File: config.mk
export PLATFORM = sky130hd
export DESIGN_NAME = div_unit
export DESIGN_NICKNAME = d
export VERILOG_FILES = /design/src/rtl/div_unit_pkg.sv /design/src/rtl/div_unit.sv
export SDC_FILE = /design/constraint.sdc
export NUM_CORES = 1
export LEC_CHECK = 0
export CORE_MARGIN = 3
export CORE_UTILIZATION = 50
export DETAILED_ROUTE_END_ITERATION = 6
export HOLD_SLACK_MARGIN = 0.12
export PLACE_DENSITY = 0.7
export SLEW_MARGIN = 20
export SYNTH_ARGS = -nofsm -noshare
export SYNTH_HDL_FRONTEND = slang
export SYNTH_SLANG_ARGS = --single-unit
File: constraint.sdc
create_clock -name CLK -period 6.25 [get_ports CLK]
set_input_delay 1.25 -clock CLK [delete_from_list [all_inputs] [get_ports CLK]]
set_output_delay 1.25 -clock CLK [all_outputs]
set_load 0.01 [all_outputs]
File: src/rtl/div_unit_pkg.sv
// Shared encodings for the EX-stage iterative divider: operation select,
// FSM states and the default operand width.
package div_unit_pkg;

   localparam int DIV_WORD_WIDTH = 32;

   localparam logic [1:0] DIV_DIV  = 2'b00;
   localparam logic [1:0] DIV_DIVU = 2'b01;
   localparam logic [1:0] DIV_REM  = 2'b10;
   localparam logic [1:0] DIV_REMU = 2'b11;

   typedef enum logic [1:0] {
      DIV_IDLE = 2'b00,
      DIV_CALC = 2'b01,
      DIV_DONE = 2'b10
   } div_state_e;

endpackage

File: src/rtl/div_unit.sv
// Radix-2 restoring divider for RV32M DIV/DIVU/REM/REMU. Stalls the pipeline
// while iterating and pulses done for one cycle with the registered result.
module div_unit
   import div_unit_pkg::*;
#(
   parameter int WORD_WIDTH = DIV_WORD_WIDTH
)(
   input  logic                  CLK,
   input  logic                  rst,
   input  logic                  start,
   input  logic                  kill,
   input  logic [1:0]            div_op,
   input  logic [WORD_WIDTH-1:0] op_a,
   input  logic [WORD_WIDTH-1:0] op_b,
   output logic [WORD_WIDTH-1:0] res,
   output logic                  done,
   output logic                  div_stall
);

   localparam int CNT_W = $clog2(WORD_WIDTH);
   localparam logic [CNT_W-1:0]      LAST_STEP = CNT_W'(WORD_WIDTH - 1);
   localparam logic [CNT_W-1:0]      CNT_ONE   = CNT_W'(1);
   localparam logic [WORD_WIDTH-1:0] ONE       = WORD_WIDTH'(1);
   localparam logic [WORD_WIDTH-1:0] ZERO      = '0;
   localparam logic [WORD_WIDTH-1:0] ALL_ONES  = '1;
   localparam logic [WORD_WIDTH-1:0] MIN_NEG   = {1'b1, {(WORD_WIDTH-1){1'b0}}};

   div_state_e            state_r;
   logic [CNT_W-1:0]      count_r;
   logic [WORD_WIDTH-1:0] quo_r;
   logic [WORD_WIDTH-1:0] rem_r;
   logic [WORD_WIDTH-1:0] divisor_r;
   logic                  is_rem_r;
   logic                  neg_q_r;
   logic                  neg_r_r;
   logic [WORD_WIDTH-1:0] res_r;
   logic                  done_r;

   logic                  signed_op_s;
   logic                  a_neg_s;
   logic                  b_neg_s;
   logic [WORD_WIDTH-1:0] a_mag_s;
   logic [WORD_WIDTH-1:0] b_mag_s;
   logic                  div_zero_s;
   logic                  ovf_s;
   logic [WORD_WIDTH-1:0] special_res_s;
   logic [WORD_WIDTH:0]   rem_shift_s;
   logic [WORD_WIDTH+1:0] sub_s;
   logic                  borrow_s;
   logic [WORD_WIDTH-1:0] quo_next_s;
   logic [WORD_WIDTH-1:0] rem_next_s;
   logic [WORD_WIDTH-1:0] final_res_s;

   function automatic logic [WORD_WIDTH-1:0] negate(input logic [WORD_WIDTH-1:0] v);
      return (~v) + ONE;
   endfunction

   // Operand decode: magnitudes and the results that bypass iteration.
   always_comb begin
      signed_op_s   = ~div_op[0];
      a_neg_s       = signed_op_s & op_a[WORD_WIDTH-1];
      b_neg_s       = signed_op_s & op_b[WORD_WIDTH-1];
      a_mag_s       = a_neg_s ? negate(op_a) : op_a;
      b_mag_s       = b_neg_s ? negate(op_b) : op_b;
      div_zero_s    = (op_b == ZERO);
      ovf_s         = signed_op_s & (op_a == MIN_NEG) & (op_b == ALL_ONES);
      special_res_s = ZERO;
      if (div_zero_s) begin
         special_res_s = div_op[1] ? op_a : ALL_ONES;
      end else if (ovf_s) begin
         special_res_s = div_op[1] ? ZERO : MIN_NEG;
      end else begin
         special_res_s = ZERO;
      end
   end

   // One restoring step; the extra top bit of sub_s is the borrow.
   always_comb begin
      rem_shift_s = {rem_r, quo_r[WORD_WIDTH-1]};
      sub_s       = {1'b0, rem_shift_s} - {2'b00, divisor_r};
      borrow_s    = sub_s[WORD_WIDTH+1];
      quo_next_s  = {quo_r[WORD_WIDTH-2:0], ~borrow_s};
      rem_next_s  = borrow_s ? rem_shift_s[WORD_WIDTH-1:0] : sub_s[WORD_WIDTH-1:0];
      if (is_rem_r) begin
         final_res_s = neg_r_r ? negate(rem_next_s) : rem_next_s;
      end else begin
         final_res_s = neg_q_r ? negate(quo_next_s) : quo_next_s;
      end
   end

   // Stall request; held low during reset even if EX still presents a divide.
   always_comb begin
      div_stall = ~rst & (((state_r == DIV_IDLE) & start & ~kill) | (state_r == DIV_CALC));
   end

   // Control FSM with datapath registers and registered outputs.
   always_ff @(posedge CLK or posedge rst) begin
      if (rst) begin
         state_r   <= DIV_IDLE;
         count_r   <= '0;
         quo_r     <= ZERO;
         rem_r     <= ZERO;
         divisor_r <= ZERO;
         is_rem_r  <= 1'b0;
         neg_q_r   <= 1'b0;
         neg_r_r   <= 1'b0;
         res_r     <= ZERO;
         done_r    <= 1'b0;
      end else if (kill) begin
         state_r <= DIV_IDLE;
         done_r  <= 1'b0;
      end else begin
         case (state_r)
            DIV_IDLE: begin
               done_r <= 1'b0;
               if (start) begin
                  is_rem_r <= div_op[1];
                  if (div_zero_s || ovf_s) begin
                     res_r   <= special_res_s;
                     done_r  <= 1'b1;
                     state_r <= DIV_DONE;
                  end else begin
                     quo_r     <= a_mag_s;
                     rem_r     <= ZERO;
                     divisor_r <= b_mag_s;
                     neg_q_r   <= a_neg_s ^ b_neg_s;
                     neg_r_r   <= a_neg_s;
                     count_r   <= '0;
                     state_r   <= DIV_CALC;
                  end
               end else begin
                  state_r <= DIV_IDLE;
               end
            end
            DIV_CALC: begin
               quo_r   <= quo_next_s;
               rem_r   <= rem_next_s;
               count_r <= count_r + CNT_ONE;
               if (count_r == LAST_STEP) begin
                  res_r   <= final_res_s;
                  done_r  <= 1'b1;
                  state_r <= DIV_DONE;
               end else begin
                  done_r  <= 1'b0;
                  state_r <= DIV_CALC;
               end
            end
            DIV_DONE: begin
               done_r  <= 1'b0;
               state_r <= DIV_IDLE;
            end
            default: begin
               done_r  <= 1'b0;
               state_r <= DIV_IDLE;
            end
         endcase
      end
   end

   assign res  = res_r;
   assign done = done_r;

endmodule
After elaboration in Yosys (flattened, before gate mapping). Cells that the tools add are included.

Add/sub/neg operators: 6. $mul: 0. Div/mod/pow operators: 0. Magnitude comparators: 0. Eq/ne operators: 8. Shift-type cells: 0. Mux-type cells: 33. Bitwise gates (word level): 18. Reductions and logical operators: 8.

Operators by type and width (count): two-way mux 32 bit (17); one-hot mux 32 bit (2 select lines) (3); adder 32 x 1 -> 32 bit, second input constant (4); NOT 32 bit (4); equality test 32 bit, second input constant (2); subtractor 33 x 32 -> 34 bit (1); logical NOT 32 bit (1); two-way mux 5 bit (2); one-hot mux 5 bit (2 select lines) (1); two-way mux 2 bit (4); AND reduction 4 bit (2); AND 1 bit (7); adder 5 x 1 -> 5 bit, second input constant (1); equality test 5 bit, second input constant (1); NOT 1 bit (5); AND reduction 5 bit (1); two-way mux 1 bit (4); inequality test 2 x 1 -> 1 bit, second input constant (2); inequality test 2 bit, second input constant (2); one-hot mux 2 bit (2 select lines) (1); AND reduction 3 bit (1); equality test 2 x 1 -> 1 bit, second input constant (1); logical NOT 2 bit (1); one-hot mux 1 bit (2 select lines) (1); 4 further kinds (4).

Flip-flop bits (word level): 139. Bits in latches: 0. Bits in writable memories: 0. ROM bits: 0. Bits of input ports: 70. Output and inout port bits: 34. Word-level logic and storage cells: 83. Memories: 0.

Longest topological paths before layout. Gate-level depths: netlist of run 1.

Depth after elaboration: 8. Mapped depth: 25. Gate-level depth less buffers: 20.

Worst setup path before layout of run 1. No wires, ideal clock.

Path type: reg2reg. Start: register rem_r[13]. End: register res_r[26] (netlist: res[26]). Setup time: 0.076 ns. Arrival: 4.813 ns. Required time: 6.174 ns. Path slack: 1.360 ns. Stages on the path, launching flop included: 24. Path buffers: 5. Period minus slack after synthesis: 4.890 ns. Cell sequence: dfrtp_1 -> ha_1 -> buf_2 -> nand2_1 -> nor4_1 -> o211ai_1 -> a211o_1 -> buf_4 -> nand2_2 -> buf_2 -> buf_2 -> buf_1 -> nand2_1 -> o21ai_0 -> ha_1 -> inv_1 -> or3_1 -> nor3_1 -> nand3_1 -> o21ai_0 -> nand4_1 -> or4_1 -> and3_1 -> o21ai_1.

Word-level cells in the longest chain between the ends: 8. Elaborated cells on any way between the ends: 12. Classes of those cells: add/sub: 3; mux: 6; bitwise: 3.

Ends and longest elaborated chain: from (decl) (line div_unit.sv:31) `logic [WORD_WIDTH-1:0] rem_r;`; from (signal assigned) (line div_unit.sv:137) `rem_r <= rem_next_s;`; subtractor 33 x 32 -> 34 bit (line div_unit.sv:80) `sub_s = {1'b0, rem_shift_s} - {2'b00, divisor_r};`; two-way mux 32 bit / NOT 1 bit (equally long branches) (line div_unit.sv:83, div_unit.sv:82); NOT 32 bit (line div_unit.sv:55) `return (~v) + ONE;`; adder 32 x 1 -> 32 bit (line div_unit.sv:55); two-way mux 32 bit (on tied branches) (line div_unit.sv:85, div_unit.sv:87); two-way mux 32 bit * (line div_unit.sv:84) `if (is_rem_r) begin`; two-way mux 32 bit * (line div_unit.sv:139) `if (count_r == LAST_STEP) begin`; one-hot mux 32 bit (2 select lines) * (line div_unit.sv:113) `case (state_r)`; to (signal assigned) (line div_unit.sv:119) `res_r <= special_res_s;`; to (signal assigned) (line div_unit.sv:140) `res_r <= final_res_s;`; to (decl) (line div_unit.sv:36) `logic [WORD_WIDTH-1:0] res_r;`.

Every way passes the cells marked *; elsewhere a longest branch is shown, timed or not. The select of a mux whose other input is x is not followed. A chain may end at the register's enable or synchronous reset.

Worst setup path in the final report of run 1.
Start: register rem_r[9]. End: register res_r[28] (netlist: res[28]).

Same word-level chain as after synthesis.

==> results.md, run 1 <==
* Status: finished clean
* Hold Fails Final Rpt at 0
* Clock Pin Slew Worst Setup and Hold Paths at 0.06 ns
* Crit-path max FO at 12
* DP HPWL at ~27 mm
* Post-synthesis xor/xnor area fraction at between 9 and 10%
* DRC at 0
* Unrepaired setup endpoints after global routing: false
* Synth Area in Simple Gates at 22.2%
* First-pass GRT wire length at 58.8 mm
* Clock latency on the worst-skew pair at approximately 0.43 ns
* Switch share at 37.7%
* Io pins at between 100 and 150
* Yosys top cell area share at 29.3%
* Total gr overflow at 0
* Synth area leader: dfrtp_1
* Max-cap violations at 0
* Register-to-register path setup slack at about 1.2 ns
* Mean area per synthesized cell at ~7.6 sq um
* Layout cell share with drive strength beyond 1 at 4.90%
* Post-synthesis mux area share at 2.99%
* Pin count of the biggest net entering global routing at between 90 and 100
* Setup Skew at 0.0146 ns
* DIE AREA at 25400 sq um
* Post-synth top cells: 201 x o21ai_0, 198 x nand2_1, 138 x dfrtp_1
* Critical Path RT at roughly 6.6 ns
* DR WL/cell at 18.7 um
* Sequential fraction of the synthesis area at 29.3%
* Peak supply drop at 193 uV
* Placement Rows at 55
* Crit share post-route at 81.4%
* Final nets at 1710
* Die X at 159 um
* CP cell instances: ha_1 > a21oi_1 > o21ai_0 > a221oi_1 > a211o_1 > nand2_2 > inv_2 > mux2i_1 > ha_1 > inv_1 > or3_1 > nor3_1 > nand3_1 > o21ai_0 > nand4_1 > nor3_1 > nand3_1 > or3_1 > nand3_1
* Synthesized netlist cell count at roughly 1500
* Most common cell in the netlist: o21ai_0
* Critical Path AT at ~5.5 ns
* Layout area overhead at 15.5%
* CTS tree: built
* Crit start category: register
* # diodes at 0
* Initial Util at a little over 50%
* R2R depth at 19
* Core ar. at 22900 sq um
* Max Fclk at 197 MHz
* Sw Pwr at approximately 1.3 mW
* HP Start: divisor_r[19]$_DFFE_PP0P_
* Global Route Usage Sum at between 20% and 30%
* GPL Wtd Cong at 0.922
* Part of the power in registers at 33.3%
* Crit path kind: reg -> reg
* Largest family of logic cells by synthesized area: compound AO/OA/AOI/OAI gates
* Worst R2R End: res[28]$_DFFE_PP0P_
* Post-synthesis compound-gate area fraction at 26.3%
* Hold crit path type: reg -> reg
* CP Capture Point: res[28]$_DFFE_PP0P_
* Initial DRT Pass Iterations at 6
* Routed WL at 36.0 mm
* CTS Sinks at 138
* Clock share of power at approximately a third
* Placed cell area at 13000 sq um
* H-tree depth at 4
* Post-CTS Setup Bufs at 0
* Cts hold-fix bufs at 0
* FF/Latch Area at 3450 sq um
* Clk buf depth at 2
* Tightest Pin Transition at between 1 and 1.5 ns
* Setup Total Neg Slack at 0 ns
* Worst reg2reg startpoint: rem_r[9]$_DFFE_PP0P_
* Ys async rst share at 100%
* WHS Path Cells at 2
* Initial antenna violation count at 0
* #FFs+latches synth at 138
* Dominant synthesized flop cell: dfrtp_1
* # fillers at between 2000 and 2500
* Post-DRT Antenna Nets at 0
* IO buf count at around 100
* CP dominant cell by count: nand3_1
* Vias in the first global route at 11200
* Setup violators final at 0
* Die Span Y at between 150 and 200 um
* CP endpoint kind: register
* Syn nets at about 1700
* Post-cts gate resize count at 0
* Vias/cell at 6.03
* Total number of vias at 11600
* Internal power at between 2 and 2.5 mW
* Cell variety after synth at 79
* CP max stage delay at 0.55 ns
* Top cells by area, synth: dfrtp_1 29%, o21ai_0 8.5%, nand2_1 6.3%, a21oi_1 5.4%, xnor2_1 5.1%
* Worst rel slew slack at roughly 28%
* Num CTS Buffers at 17
* Pins Over Slew Limit at 0
* Pwr per Cell Area at 246 nW/um^2
* Finished Cell Area at 13600 sq um
* Worst hold slack at a little under 0.5 ns
* Final Critical Period at ~5.1 ns
* EDFF count, synth at 0
* Area of the multi-input gates at 7720 sq um
* Logic pwr share at 34.7%
* Worst path slowest cell: a221oi_1
* Critical path startpoint: rem_r[9]$_DFFE_PP0P_
* Leakage dissipation at around 5.4 nW
* Syn Std Cell Area at 11800 sq um
* Drt initial violations at 1009
* Warnings from Yosys at 0
* CTS Root Cell: clkbuf_16
* Post-synthesis adder-cell area fraction at 4.32%
[state kept, by name (all words and copies together), names as in the netlist]
register / cells
neg_q_r: 1
count_r: 5
done: 1
neg_r_r: 1
is_rem_r: 1
state_r: 1
divisor_r: 32
res: 32
rem_r: 32
quo_r: 32
[area by class of cell]
type | count | share of cell area [%]
multi-input cells | 1257 | 56.8
inverters | 64 | 1.80
well taps | 313 | 2.88
repair buffers | 122 | 8.72
clock buffers | 19 | 3.18
clock inverters | 13 | 1.24
flip-flops and latches | 138 | 25.4
[power by group through the flow]
stage | clock network [mW] | registers [mW] | logic, mW
2_1_floorplan | 0 | 1.10 | 0.839
3_3_place_gp | 0 | 1.13 | 1.13
6_report | 1.07 | 1.12 | 1.16
5_1_grt | 1.11 | 1.13 | 1.30
3_5_place_dp | 0 | 1.13 | 1.15
4_1_cts | 1.08 | 1.11 | 1.16
[cells by family (layout without fill, tap and decap cells)]
group	Yosys count	count (layout)
buffers and inverters	154	218
and+or+nand+nor	541	541
DFF	138	138
adders and majority gates	40	40
xor gates and xnor gates	131	131
muxes	34	34
AOI/OAI and AO/OA	511	511
[worst max-delay path, delay by kind of cell, from the launching register on]
| family | cells | cell delay, ns |
|---|---|---|
| AND/OR/NAND/NOR | 9 | 2.05 |
| AO/OA/AOI/OAI | 5 | 1.43 |
| adder cells (fa/ha/maj) | 2 | 0.66 |
| flip-flops | 1 | 0.42 |
| multiplexers | 1 | 0.27 |
| buffers and inverters | 2 | 0.19 |
[per-stage QoR]
step	total power, mW	instances	util (%)	setup slack (ns)
2_1_floorplan	1.94	1549	-	1.30
3_3_place_gp	2.26	1894	56.7	0.986
3_5_place_dp	2.28	1894	56.7	0.950
4_1_cts	3.35	1926	59.3	1.30
5_1_grt	3.54	1926	59.3	0.724
6_report	3.35	1926	59.3	1.16
[cell usage in the layout (no fill, tap or decap), types with 30 or more instances in the layout]
cell type / n
a21oi_1: 126
clkdlybuf4s50_1: 103
dfrtp_1: 138
ha_1: 39
inv_1: 62
mux2i_1: 30
nand2_1: 198
nand3_1: 41
nor2_1: 124
o211ai_1: 31
o21ai_0: 201
o31ai_1: 34
xnor2_1: 69
xor2_1: 62
[worst min-delay path by stage]
stage	slack, ns	end
2_1_floorplan	0.45	divisor_r[19]$_DFFE_PP0P_
3_3_place_gp	0.47	count_r[4]$_DFFE_PP0P_
3_5_place_dp	0.47	divisor_r[19]$_DFFE_PP0P_
4_1_cts	0.49	divisor_r[19]$_DFFE_PP0P_
5_1_grt	0.52	res[17]$_DFFE_PP0P_
6_report	0.49	divisor_r[19]$_DFFE_PP0P_
[layer usage]
| layer | track usage [%] | wire (um) | part of all wire (%) |
|---|---|---|---|
| met1 | 38.7 | 16300 | 45 |
| met2 | 46.0 | 16900 | 47 |
| met3 | 3.85 | 1970 | 5.5 |
| met4 | 7.84 | 858 | 2.4 |
| met5 | 0 | 0 | 0 |
No activity file was read; power rests on OpenSTA's default activity.
==> run 2, diff against run 1 <==
- clock period: 6.25 -> 5.13 ns (I/O delays scaled with it)
==> run 2 against run 1 <==
Worst setup slack worse by 0.78 ns. First-iteration DRC count up 0.20%. Sequential share of layout area decreased by 0.50 points. Global-route usage grew 0.76 points.
==> results.md, run 2 (same netlist as run 1, synthesis figures left out) <==
* Die X at 159 um
* Routed WL at 36.4 mm
* Leakage dissipation at 5.63 nW
* Placement Rows at between 50 and 60
* DP HPWL at 27.1 mm
* Clk buf depth at 2
* DIE AREA at 25400 sq um
* Worst path slowest cell: dfrtp_1
* Crit-path max FO at 9
* CTS tree: built
* Initial Util at 51.4%
* Vias/cell at between 6 and 7
* Critical Path RT at 5.49 ns
* Worst rel slew slack at between 20% and 30%
* Core ar. at 22900 sq um
* Hold Fails Final Rpt at 0
* Post-cts gate resize count at 0
* Unrepaired setup endpoints after global routing: false
* First-pass GRT wire length at 60.3 mm
* DR WL/cell at 18.5 um
* Final core occ at 60.5%
* Final Critical Period at 4.74 ns
* Total gr overflow at 0
* Setup violators final at 0
* Num CTS Buffers at 17
* Cts hold-fix bufs at 0
* Clock Pin Slew Worst Setup and Hold Paths at 0.07 ns
* DRC at 0
* Layout area overhead at 17.8%
* H-tree depth at 4
* IO buf count at approximately 100
* # diodes at 0
* Die Span Y at between 150 and 200 um
* Peak supply drop at 196 uV
* Max Fclk at about 210 MHz
* Final nets at 1751
* Finished Cell Area at around 14000 sq um
* Status: finished clean
* Pwr per Cell Area at 291 nW/um^2
* Post-DRT Antenna Nets at 0
* CTS Sinks at 138
* Area of the multi-input gates at 7730 sq um
* CP cell instances: ha_1 > a21oi_1 > a21oi_1 > a2111o_1 > a31oi_4 > nand2_2 > buf_4 > o21ai_0 > ha_1 > nand2_1 > nor3_1 > nand4_1 > o21ai_0 > nand4_1 > buf_4 > o31ai_1 > xor2_1 > a21oi_1 > o21ai_0
* # fillers at 2106
* Hold crit path type: reg -> reg
* Most common cell after layout, fill and taps aside: o21ai_0
* Most frequent cells in the layout: 201 x o21ai_0, 198 x nand2_1, 138 x dfrtp_1
* Io pins at between 100 and 150
* CTS Root Cell: clkbuf_16
* Max-cap violations at 0
* Post-CTS Setup Bufs at 0
* Global Route Usage Sum at ~29%
* Critical Path AT at 5.11 ns
* Crit start category: register
* CP max stage delay at roughly 0.43 ns
* GPL Wtd Cong at between 0.9 and 1
* Pin count of the biggest net entering global routing at 97
* Clock latency on the worst-skew pair at between 0.4 and 0.5 ns
* Placed cell area at 13300 sq um
* Crit share post-route at 92.5%
* Initial DRT Pass Iterations at 5
* Drt initial violations at ~1000
* Tightest Pin Transition at ~1.1 ns
* Crit path kind: reg -> reg
* Setup Skew at 0.0145 ns
* Total number of vias at 11800
* CP endpoint kind: register
* Layout cell share with drive strength beyond 1 at under 10%
* FF/Latch Area at approximately 3500 sq um
* Pins Over Slew Limit at 0
* Vias in the first global route at 11400
* Setup Total Neg Slack at 0 ns
* Initial antenna violation count at 0
-- run 2: layout make-up --
cell class / instances / share of cell area (%)
flip-flops and latches: 138 / 24.9
multi-input cells: 1257 / 55.7
clock buffers: 17 / 3.07
well taps: 313 / 2.82
inverters: 64 / 1.77
clock inverters: 15 / 0.947
repair buffers: 163 / 10.8
-- run 2: final timing paths --
check	startpoint	to	slack [ns]	cells past startpoint
min reg2reg	divisor_r[25]$_DFFE_PP0P_	divisor_r[25]$_DFFE_PP0P_	0.48	2
min	divisor_r[25]$_DFFE_PP0P_	divisor_r[25]$_DFFE_PP0P_	0.48	2
min in group asynchronous	rst	count_r[3]$_DFFE_PP0P_	1.20	2
max reg2reg	rem_r[25]$_DFFE_PP0P_	res[22]$_DFFE_PP0P_	0.39	19
max in group asynchronous	rst	res[21]$_DFFE_PP0P_	3.02	3
max	rem_r[25]$_DFFE_PP0P_	res[22]$_DFFE_PP0P_	0.39	19
-- run 2: through the flow --
stage | total power [mW] | cells | setup WS, ns | hold WS (ns)
CTS | 4.04 | 1967 | 0.441 | 0.488
global route | 4.29 | 1967 | 0.0246 | 0.516
global placement | 2.80 | 1935 | 0.312 | 0.469
detailed placement | 2.82 | 1935 | 0.264 | 0.472
floorplan | 2.36 | 1549 | 0.240 | 0.450
finish | 4.04 | 1967 | 0.385 | 0.483
-- run 2: layer usage --
| layer | global-route usage, % | up-vias | wire (um) |
|---|---|---|---|
| met3 | 4.08 | 54 | 1840 |
| li1 | - | 5761 | - |
| met2 | 46.9 | 344 | 17200 |
| met1 | 39.7 | 5681 | 16400 |
| met5 | 0 | - | 0 |
| met4 | 8.67 | 0 | 948 |
-- run 2: where the power goes --
group | internal [mW] | total, mW | switching (mW)
Clock | 0.637 | 1.21 | 0.577
Sequential | 1.22 | 1.36 | 0.138
Combinational | 0.588 | 1.46 | 0.877
Total | 2.44 | 4.04 | 1.59
-- run 2: worst max-delay path, delay by kind of cell, from the launching register on --
kind / cells / cell delay [ns]
compound gates: 9 / 2.13
simple gates: 5 / 0.82
fa+ha+maj: 2 / 0.64
flops: 1 / 0.43
buf+inv: 2 / 0.40
xor+xnor: 1 / 0.25
